<file path="src/rtl/hazard_unit.sv">
// hazard_unit: ID-stage hazard detection and forwarding-select generation.
// Shadows the destination/write/load info of the instructions in EX, MEM and
// WB. It raises id_stall when an operand cannot be forwarded in time. It also
// drives the forwarding selects for the operands in ID and EX, and for the
// store data in MEM.
// Optional feature: define HAZ_STALL_COUNT_EN to build a saturating stall
// counter on stall_count. Without it, stall_count is tied to zero.
module hazard_unit #(
    parameter int REG_ADDR_W = 5,
    parameter int CNT_W      = 16
) (
    input  logic                  clock,
    input  logic                  reset,
    input  logic                  pipe_hold,
    input  logic                  id_flush,
    input  logic [7:0]            id_signal_forwarding,
    input  logic [REG_ADDR_W-1:0] id_rs,
    input  logic [REG_ADDR_W-1:0] id_rt,
    input  logic [REG_ADDR_W-1:0] id_dest,
    input  logic                  id_reg_write,
    input  logic                  id_mem_read,
    output logic                  id_stall,
    output logic [1:0]            id_fwd_rs,
    output logic [1:0]            id_fwd_rt,
    output logic [1:0]            ex_fwd_rs,
    output logic [1:0]            ex_fwd_rt,
    output logic                  mem_fwd_rt,
    output logic [CNT_W-1:0]      stall_count
);

    typedef logic [REG_ADDR_W-1:0] reg_addr_t;

    // Forwarding select encoding shared by the ID and EX operand muxes
    localparam logic [1:0] FWD_REGFILE = 2'b00;
    localparam logic [1:0] FWD_MEM_ALU = 2'b01;
    localparam logic [1:0] FWD_WB_DATA = 2'b10;

    // Stage numbering used by the stall rule: ID=1, EX=2, MEM=3, WB=4
    localparam logic [3:0] STAGE_EX  = 4'd2;
    localparam logic [3:0] STAGE_MEM = 4'd3;

    // Shadow copies of the instructions downstream of ID
    reg_addr_t ex_rs;
    reg_addr_t ex_rt;
    reg_addr_t ex_dest;
    logic      ex_reg_write;
    logic      ex_mem_read;
    reg_addr_t mem_rt;
    reg_addr_t mem_dest;
    logic      mem_reg_write;
    logic      mem_mem_read;
    reg_addr_t wb_dest;
    logic      wb_reg_write;

    // Operand index 0 is rs, 1 is rt
    reg_addr_t  id_src [2];
    reg_addr_t  ex_src [2];
    logic [1:0] op_stall;
    logic [1:0] id_sel [2];
    logic [1:0] ex_sel [2];

    // A producer feeds a consumer register only when it really writes a
    // nonzero register; $0 is hardwired and never creates a dependency.
    function automatic logic prod_match(input logic rw, input reg_addr_t dest,
                                        input reg_addr_t src);
        return rw && (dest != '0) && (dest == src);
    endfunction

    // Earliest stage at which the operand is needed; bits are {ID,EX,MEM,WB}.
    // 0 means the operand is not needed at all.
    function automatic logic [2:0] need_stage(input logic [3:0] bits);
        logic [2:0] n;
        n = 3'd0;
        if (bits[3])      n = 3'd1;
        else if (bits[2]) n = 3'd2;
        else if (bits[1]) n = 3'd3;
        else if (bits[0]) n = 3'd4;
        return n;
    endfunction

    // A producer in stage p whose result is ready at the end of stage R
    // (EX for ALU ops, MEM for loads) is too late for a consumer needing the
    // value at stage N when p+N-1 <= R.
    function automatic logic too_late(input logic [2:0] n, input logic [3:0] p,
                                      input logic is_load);
        logic [3:0] ready;
        ready = is_load ? 4'd3 : 4'd2;
        return (n != 3'd0) && (({1'b0, n} + p - 4'd1) <= ready);
    endfunction

    assign id_src[0] = id_rs;
    assign id_src[1] = id_rt;
    assign ex_src[0] = ex_rs;
    assign ex_src[1] = ex_rt;

    generate
        for (genvar gi = 0; gi < 2; gi++) begin : g_operand
            logic [3:0] need_bits;
            logic [2:0] need_n;
            logic       id_ex_hit;
            logic       id_mem_hit;
            logic       id_wb_hit;
            logic       ex_mem_hit;
            logic       ex_wb_hit;

            // rs uses the odd need bits, rt the even ones
            assign need_bits = {id_signal_forwarding[7-gi], id_signal_forwarding[5-gi],
                                id_signal_forwarding[3-gi], id_signal_forwarding[1-gi]};
            assign need_n    = need_stage(need_bits);

            assign id_ex_hit  = prod_match(ex_reg_write,  ex_dest,  id_src[gi]);
            assign id_mem_hit = prod_match(mem_reg_write, mem_dest, id_src[gi]);
            assign id_wb_hit  = prod_match(wb_reg_write,  wb_dest,  id_src[gi]);
            assign ex_mem_hit = prod_match(mem_reg_write, mem_dest, ex_src[gi]);
            assign ex_wb_hit  = prod_match(wb_reg_write,  wb_dest,  ex_src[gi]);

            // WB never stalls: the register file writes before it is read
            assign op_stall[gi] =
                (id_ex_hit  && too_late(need_n, STAGE_EX,  ex_mem_read)) ||
                (id_mem_hit && too_late(need_n, STAGE_MEM, mem_mem_read));

            // Youngest producer wins. A younger match that cannot forward yet
            // (EX, or a load in MEM) blocks older, stale sources.
            assign id_sel[gi] = (id_src[gi] == '0) ? FWD_REGFILE :
                                id_ex_hit          ? FWD_REGFILE :
                                id_mem_hit         ? (mem_mem_read ? FWD_REGFILE : FWD_MEM_ALU) :
                                id_wb_hit          ? FWD_WB_DATA : FWD_REGFILE;

            assign ex_sel[gi] = (ex_src[gi] == '0) ? FWD_REGFILE :
                                ex_mem_hit         ? (mem_mem_read ? FWD_REGFILE : FWD_MEM_ALU) :
                                ex_wb_hit          ? FWD_WB_DATA : FWD_REGFILE;
        end
    endgenerate

    assign id_stall   = |op_stall;
    assign id_fwd_rs  = id_sel[0];
    assign id_fwd_rt  = id_sel[1];
    assign ex_fwd_rs  = ex_sel[0];
    assign ex_fwd_rt  = ex_sel[1];
    assign mem_fwd_rt = prod_match(wb_reg_write, wb_dest, mem_rt);

    // Advance the shadow pipeline; a stalled or flushed ID enters EX as a bubble
    always_ff @(posedge clock) begin
        if (!reset) begin
            ex_rs         <= '0;
            ex_rt         <= '0;
            ex_dest       <= '0;
            ex_reg_write  <= 1'b0;
            ex_mem_read   <= 1'b0;
            mem_rt        <= '0;
            mem_dest      <= '0;
            mem_reg_write <= 1'b0;
            mem_mem_read  <= 1'b0;
            wb_dest       <= '0;
            wb_reg_write  <= 1'b0;
        end else if (!pipe_hold) begin
            wb_dest       <= mem_dest;
            wb_reg_write  <= mem_reg_write;
            mem_rt        <= ex_rt;
            mem_dest      <= ex_dest;
            mem_reg_write <= ex_reg_write;
            mem_mem_read  <= ex_mem_read;
            if (id_flush || id_stall) begin
                ex_rs        <= '0;
                ex_rt        <= '0;
                ex_dest      <= '0;
                ex_reg_write <= 1'b0;
                ex_mem_read  <= 1'b0;
            end else begin
                ex_rs        <= id_rs;
                ex_rt        <= id_rt;
                ex_dest      <= id_dest;
                ex_reg_write <= id_reg_write;
                ex_mem_read  <= id_mem_read;
            end
        end
    end

`ifdef HAZ_STALL_COUNT_EN
    logic [CNT_W-1:0] stall_cnt;

    // Count effective stall cycles, saturating at all-ones
    always_ff @(posedge clock) begin
        if (!reset) begin
            stall_cnt <= '0;
        end else if (id_stall && !pipe_hold && (stall_cnt != '1)) begin
            stall_cnt <= stall_cnt + CNT_W'(1);
        end
    end

    assign stall_count = stall_cnt;
`else
    assign stall_count = '0;
`endif

endmodule
</file>
<file path="config.mk">
export PLATFORM = sky130hd
export DESIGN_NAME = hazard_unit
export DESIGN_NICKNAME = d
export VERILOG_FILES = /design/src/rtl/hazard_unit.sv
export SDC_FILE = /design/constraint.sdc
export NUM_CORES = 1
export LEC_CHECK = 0
export CORE_ASPECT_RATIO = 1.25
export CORE_UTILIZATION = 35
export CTS_BUF_LIST = sky130_fd_sc_hd__clkbuf_4 sky130_fd_sc_hd__clkbuf_8 sky130_fd_sc_hd__clkbuf_16
export DETAILED_ROUTE_END_ITERATION = 8
export SYNTH_ARGS = -nofsm -noshare
export SYNTH_HDL_FRONTEND = slang
export SYNTH_SLANG_ARGS = --single-unit
</file>
<file path="constraint.sdc">
create_clock -name clock -period 2.83 [get_ports clock]
set_input_delay 0.566 -clock clock [delete_from_list [all_inputs] [get_ports clock]]
set_output_delay 0.566 -clock clock [all_outputs]
set_load 0.03 [all_outputs]
</file>
Yosys cells after proc, flatten, opt, wreduce, memory -nomap -nowiden
Index checks and enable logic that the tools add are counted.
{ "word_totals": {"reg_bits": 35, "latchBits": 0, "ram_bits": 0, "rom_bits": 0, "input_bits": 29, "out_inout_bits": 26, "mem_count": 0} }
{ "op_classes": {"n_addsub": 8, "mul": 0, "div_mod_pow": 0, "n_lt_le_gt_ge": 4, "n_eq_ne": 11, "shifts": 0, "muxes": 30, "n_bitwise": 0, "n_reduce_logical": 35} }
{ "op_table": {"columns": ["cell", "n"], "rows": [
  ["5-bit == test", 11],
  ["2-bit 2-to-1 mux", 14],
  ["3-bit 2-to-1 mux", 8],
  ["1-bit logical AND", 22],
  ["5-bit zero test", 4],
  ["3-bit by 2-bit adder with 4-bit output, second input constant", 4],
  ["4-bit by 1-bit subtractor with 4-bit output, second input constant", 4],
  ["5-bit 2-to-1 mux", 3],
  ["5-bit nonzero test", 3],
  ["4-bit by 2-bit less-or-equal comparator with 1-bit output", 2],
  ["4-bit less-or-equal comparator", 2],
  ["3-bit nonzero test", 2],
  ["1-bit 2-to-1 mux", 5],
  ["1-bit logical OR", 3],
  ["2-bit OR reduction", 1]
]} }

Logic depth before layout (Yosys ltp)
{ "logic_depth": {"word_depth": 13, "depth_mapped": 10} }

Worst setup path after synthesis
Ideal clock, no wire load.
{ "synth_timing": {"kind": "register -> output", "start": "register ex_dest[1]", "end": "output port id_fwd_rt[1]", "arrival_ns": 2.328, "required_time_ns": 2.264, "slack_ns": -0.064, "path_stages_with_launch": 6, "n_path_buf": 0, "path_cell_list": "dfxtp_1 or4_4 o2111ai_1 or4_1 o21ai_0 nor4_1"} }
{ "synth_via": {"elab_chain_cells": 5, "elab_cells_between_ends": 6} }
{ "synth_rtl": {"columns": ["item", "line_no", "text"], "rows": [
  ["start: declaration", "45", "reg_addr_t ex_dest;"],
  ["start signal: assignment", "172", "ex_dest <= id_dest;"],
  ["5-bit nonzero test", "66", "return rw && (dest != '0) && (dest == src);"],
  ["1-bit logical AND", "66", null],
  ["1-bit logical AND (*)", "66", null],
  ["2-bit 2-to-1 mux (*)", "125", "id_ex_hit ? FWD_REGFILE :"],
  ["2-bit 2-to-1 mux (*)", "124", "assign id_sel[gi] = (id_src[gi] == '0) ? FWD_REGFILE :"],
  ["end: declaration", "24", "output logic [1:0] id_fwd_rt,"]
]} }
Every way passes the cells marked *; elsewhere a longest branch is shown, timed or not.

Final worst setup path
{ "layout_timing": {"start": "input port id_rs[4]", "end": "output port id_fwd_rs[0]"} }
{ "layout_via": {"elab_chain_cells": 5, "elab_cells_between_ends": 8} }
{ "layout_rtl": {"columns": ["item", "line_no", "text"], "rows": [
  ["start: declaration", "17", "input logic [REG_ADDR_W-1:0] id_rs,"],
  ["5-bit == test", "66", null],
  ["1-bit logical AND", "66", null],
  ["2-bit 2-to-1 mux", "126", "id_mem_hit ? (mem_mem_read ? FWD_REGFILE : FWD_MEM_ALU) :"],
  ["2-bit 2-to-1 mux", "125", null],
  ["2-bit 2-to-1 mux (*)", "124", null],
  ["end: declaration", "23", "output logic [1:0] id_fwd_rs,"]
]} }
Marks and branches as above.

==> flow_results.xml <==
<?xml version="1.0" encoding="UTF-8"?>
<metrics>
  <group name="power_and_ir_drop">
    <metric name="power-per-cell-area" unit="mW/mm^2">335</metric>
    <metric name="design_power_total" unit="uW">1140</metric>
    <metric name="vdd_drop_max" unit="uV">164</metric>
    <metric name="cellLeakagePower" unit="uW">0.00155</metric>
  </group>
  <group name="logic_synthesis">
    <metric name="synthAdderAreaFrac" unit="%">3.38</metric>
    <metric name="synth_enable_flop_cells" unit="">0</metric>
    <metric name="ys_seq_area_share" unit="%">27.1</metric>
    <metric name="number_of_synthesized_register_bits" unit="">35</metric>
    <metric name="avgSynthCellArea" unit="um^2">8.58</metric>
    <metric name="synth.area.mux_share" unit="%">6.96</metric>
    <metric name="number_of_warning_messages_in_the_yosys_log" unit="">0</metric>
    <metric name="synth.distinct_cells" unit="">43</metric>
    <metric name="synthesis.area" unit="mm^2">0.00259</metric>
    <metric name="synth_async_sr_flop_share" unit="%">0</metric>
    <metric name="synth_top_family_by_area" unit="">simple AND/OR/NAND/NOR gates</metric>
    <metric name="synth_simple_gate_area_share" unit="%">23.5</metric>
    <metric name="ys_dominant_reg_cell" unit="">sky130_fd_sc_hd__dfxtp_1</metric>
    <metric name="synth_xor_xnor_area_share" unit="%">18.9</metric>
    <metric name="synth_cells" unit="">302</metric>
    <metric name="synth_compound_gate_area_share" unit="%">10.0</metric>
  </group>
  <group name="drt">
    <metric name="drc" unit="">0</metric>
    <metric name="detailedRoute.firstPassIterationCount" unit="">4</metric>
    <metric name="finalWirelength" unit="um">6920</metric>
    <metric name="post_drt_wl_per_cell" unit="um">15.1</metric>
    <metric name="initialDrtViolationCount" unit="">137</metric>
    <metric name="vias_per_cell" unit="">4.99</metric>
    <metric name="ant_nets" unit="">0</metric>
    <metric name="route.vias.total" unit="">2291</metric>
  </group>
  <group name="clock_network">
    <metric name="cts_tree" unit="">done</metric>
    <metric name="clkSlewWorstSetupHoldPaths" unit="ps">70</metric>
    <metric name="clockBufferDepth" unit="">2</metric>
    <metric name="ctsHtreeMaxLevel" unit="">2</metric>
    <metric name="number_of_buffers_created_by_cts" unit="">5</metric>
    <metric name="root_buffer" unit="">sky130_fd_sc_hd__clkbuf_8</metric>
    <metric name="worst_skew_pair.late_latency" unit="ps">290</metric>
    <metric name="cts_sinks" unit="">35</metric>
    <metric name="cts_setup_buffers" unit="">0</metric>
  </group>
  <group name="timing">
    <metric name="drv_slew" unit="">0</metric>
    <metric name="timing.final.crit_period" unit="ps">2750</metric>
    <metric name="fmax" unit="MHz">364</metric>
    <metric name="setup_viol" unit="">0</metric>
    <metric name="setup_ws" unit="ps">83.5</metric>
    <metric name="timing.max_slew.rel_slack" unit="%">58.2</metric>
    <metric name="worst_clock_skew" unit="ps">6.87</metric>
    <metric name="grt_setup_unrepaired" unit="">true</metric>
    <metric name="timing.final.hold_violations" unit="">0</metric>
    <metric name="worstMarginPinSlew" unit="ps">626</metric>
    <metric name="post_route_clock_period_utilization" unit="%">97.0</metric>
  </group>
  <group name="final_layout">
    <metric name="drive_above_1_share" unit="%">24.1</metric>
    <metric name="nFillCells" unit="">728</metric>
    <metric name="layout.nets" unit="">404</metric>
    <metric name="layout-area-overhead-vs-synth" unit="%">31.7</metric>
    <metric name="diodes" unit="">0</metric>
  </group>
  <group name="run_status">
    <metric name="result_of_the_run" unit="">completed</metric>
  </group>
  <group name="placed_design">
    <metric name="pre_cts_ws" unit="ps">-362</metric>
    <metric name="io_buffer_count" unit="">38</metric>
    <metric name="dp.final_hpwl" unit="um">5190</metric>
    <metric name="place_congestion" unit="">0.811</metric>
  </group>
  <group name="global_routing">
    <metric name="pin_count_of_the_biggest_net_entering_global_routing" unit="">29</metric>
    <metric name="overflow" unit="">0</metric>
    <metric name="grt_pass1_vias" unit="">2254</metric>
    <metric name="grt_antenna_before_repair" unit="">0</metric>
    <metric name="globalRouteTotalUtil" unit="%">18.7</metric>
    <metric name="grt_pass1_wl" unit="um">11200</metric>
  </group>
  <group name="floorplanning">
    <metric name="io_pins" unit="">55</metric>
    <metric name="chipHeight" unit="um">98.2</metric>
    <metric name="fp.dieArea" unit="mm^2">0.00775</metric>
    <metric name="fp-row-count" unit="">34</metric>
    <metric name="floorplan.die.width" unit="um">78.9</metric>
    <metric name="starting_density_of_the_core" unit="%">36.7</metric>
    <metric name="core_area" unit="mm^2">0.00706</metric>
  </group>
  <group name="worst_setup_path">
    <metric name="max_stage_delay" unit="ps">520</metric>
    <metric name="critical_path.cell_chain" unit="">clkdlybuf4s50_1 &gt; xnor2_1 &gt; nand3_1 &gt; or3_1 &gt; nor3_2 &gt; buf_4</metric>
    <metric name="worst-endpoint-arrival" unit="ps">2180</metric>
    <metric name="timing.critical_path.from_type" unit="">input pin</metric>
    <metric name="cp_data_required_time" unit="ps">2260</metric>
    <metric name="crit_path_top_delay_cell" unit="">sky130_fd_sc_hd__clkdlybuf4s50_1</metric>
    <metric name="path_max_fanout" unit="">3</metric>
    <metric name="critical_path_class" unit="">in -&gt; out</metric>
    <metric name="cp-end-kind" unit="">primary output</metric>
  </group>
  <group name="hold_path">
    <metric name="holdCritPathClass" unit="">reg -&gt; reg</metric>
  </group>
  <group name="run">
    <metric name="drv_cap" unit="">0</metric>
  </group>
</metrics>
[cells by family after synthesis]
kind of cell             Yosys count
adder cells (fa/ha/maj)            7
XOR/XNOR                          56
multiplexers                      18
flip-flops                        35
other                              1
AND/OR/NAND/NOR                  109
buffers and inverters             46
AO/OA/AOI/OAI                     30
[cell type report]
cell class              instances  area (um^2)  share of cell area, %
clock buffers                   5         68.8                   2.02
repair buffers                 83          694                   20.4
multi-input cells             236         1790                   52.6
flip-flops and latches         35          701                   20.5
clock inverters                 3         15.0                  0.440
well taps                      90          113                   3.30
inverters                       7         26.3                  0.770
[flip-flops by register name, indices dropped and copies added (netlist names)]
| signal | cells |
|---|---|
| mem_dest | 5 |
| ex_rs | 5 |
| ex_reg_write | 1 |
| ex_mem_read | 1 |
| wb_reg_write | 1 |
| wb_dest | 5 |
| ex_rt | 5 |
| mem_mem_read | 1 |
| ex_dest | 5 |
| mem_reg_write | 1 |
| mem_rt | 5 |
[path summary, 6_finish.rpt]
| kind | from | to | slack (ps) | cells after the start |
|---|---|---|---|---|
| setup / recovery | id_rs[4] | id_fwd_rs[0] | 80 | 6 |
| hold / removal | ex_mem_read | ex_mem_read | 520 | 2 |
| setup reg to reg | mem_dest[1] | ex_rt[0] | 700 | 7 |
| hold reg to reg | ex_mem_read | ex_mem_read | 520 | 2 |
[through the flow]
stage	cell area (um^2)	TNS (ps)	util (%)	std cells	hold slack, ps
2_1_floorplan	2660	0	-	317	459
3_3_place_gp	3250	-992	46.0	451	494
3_5_place_dp	3250	-1080	46.0	451	509
4_1_cts	3360	0	47.6	459	519
5_1_grt	3410	0	48.3	459	543
6_report	3410	0	48.3	459	522
[cell usage after synthesis, types with 2 or more instances]
cell type / instances / area share (%)
sky130_fd_sc_hd__a21oi_1: 2 / 0.39
sky130_fd_sc_hd__buf_1: 2 / 0.29
sky130_fd_sc_hd__buf_2: 2 / 0.39
sky130_fd_sc_hd__buf_4: 17 / 4.9
sky130_fd_sc_hd__clkbuf_1: 15 / 2.2
sky130_fd_sc_hd__dfxtp_1: 35 / 27
sky130_fd_sc_hd__ha_1: 7 / 3.4
sky130_fd_sc_hd__inv_1: 7 / 1.0
sky130_fd_sc_hd__mux2i_1: 18 / 7.0
sky130_fd_sc_hd__nand2_1: 21 / 3.0
sky130_fd_sc_hd__nand2b_1: 11 / 2.7
sky130_fd_sc_hd__nand3_1: 11 / 2.1
sky130_fd_sc_hd__nand4_1: 4 / 0.97
sky130_fd_sc_hd__nor2_1: 9 / 1.3
sky130_fd_sc_hd__nor2b_1: 18 / 4.3
sky130_fd_sc_hd__nor3_1: 11 / 2.1
sky130_fd_sc_hd__nor3b_1: 2 / 0.58
sky130_fd_sc_hd__nor4_1: 7 / 1.7
sky130_fd_sc_hd__nor4b_1: 3 / 1.0
sky130_fd_sc_hd__o2111ai_1: 2 / 0.68
sky130_fd_sc_hd__o21ai_0: 3 / 0.58
sky130_fd_sc_hd__o31ai_1: 7 / 2.0
sky130_fd_sc_hd__o41ai_1: 8 / 2.7
sky130_fd_sc_hd__o41ai_2: 2 / 1.3
sky130_fd_sc_hd__or4_1: 6 / 1.7
sky130_fd_sc_hd__xnor2_1: 27 / 9.1
sky130_fd_sc_hd__xor2_1: 29 / 9.8
[cells in the final DEF, fill, tap and decap left out, drive strengths merged, types with 7 or more instances in the layout]
cell,Yosys,layout
ha,7,7
o31ai,7,7
buf,23,49
nand2b,11,11
nor3,11,11
clkdlybuf4s50,0,12
or4,7,7
dlygate4sd2,0,7
inv,7,7
mux2i,18,18
xor2,29,29
xnor2,27,27
nor2b,18,18
nand3,11,11
conb,1,16
nand2,21,21
o41ai,10,10
nor2,9,9
clkbuf,16,10
nor4,7,7
dfxtp,35,35
[what timing repair did]
item | 4_1_cts | 5_1_grt
endpoints found under the hold margin | 0 | 0
resized for setup | 42 | 29
pin swaps | 11 | 12
endpoints found under the setup margin | 8 | 8
hold buffers | 0 | 0
[worst max-delay path: cells and delay by family]
| kind | cells | cell delay [ps] |
|---|---|---|
| XOR/XNOR | 1 | 130 |
| buffers and inverters | 2 | 720 |
| AND/OR/NAND/NOR | 3 | 760 |
[metal layers]
metal | part of all wire, % | track usage [%] | up-vias | routed length [um]
li1 | - | - | 1140 | -
met1 | 46 | 24.8 | 1077 | 3170
met2 | 48 | 30.9 | 64 | 3320
met3 | 4.9 | 3.08 | 10 | 340
met4 | 1.2 | 5.31 | 0 | 84
met5 | 0 | 0 | - | 0
[power breakdown]
group	switching [uW]	internal [uW]
registers	15.2	506
clock network	182	168
logic	142	129
total	339	804
(Power assumes the default switching activity.)
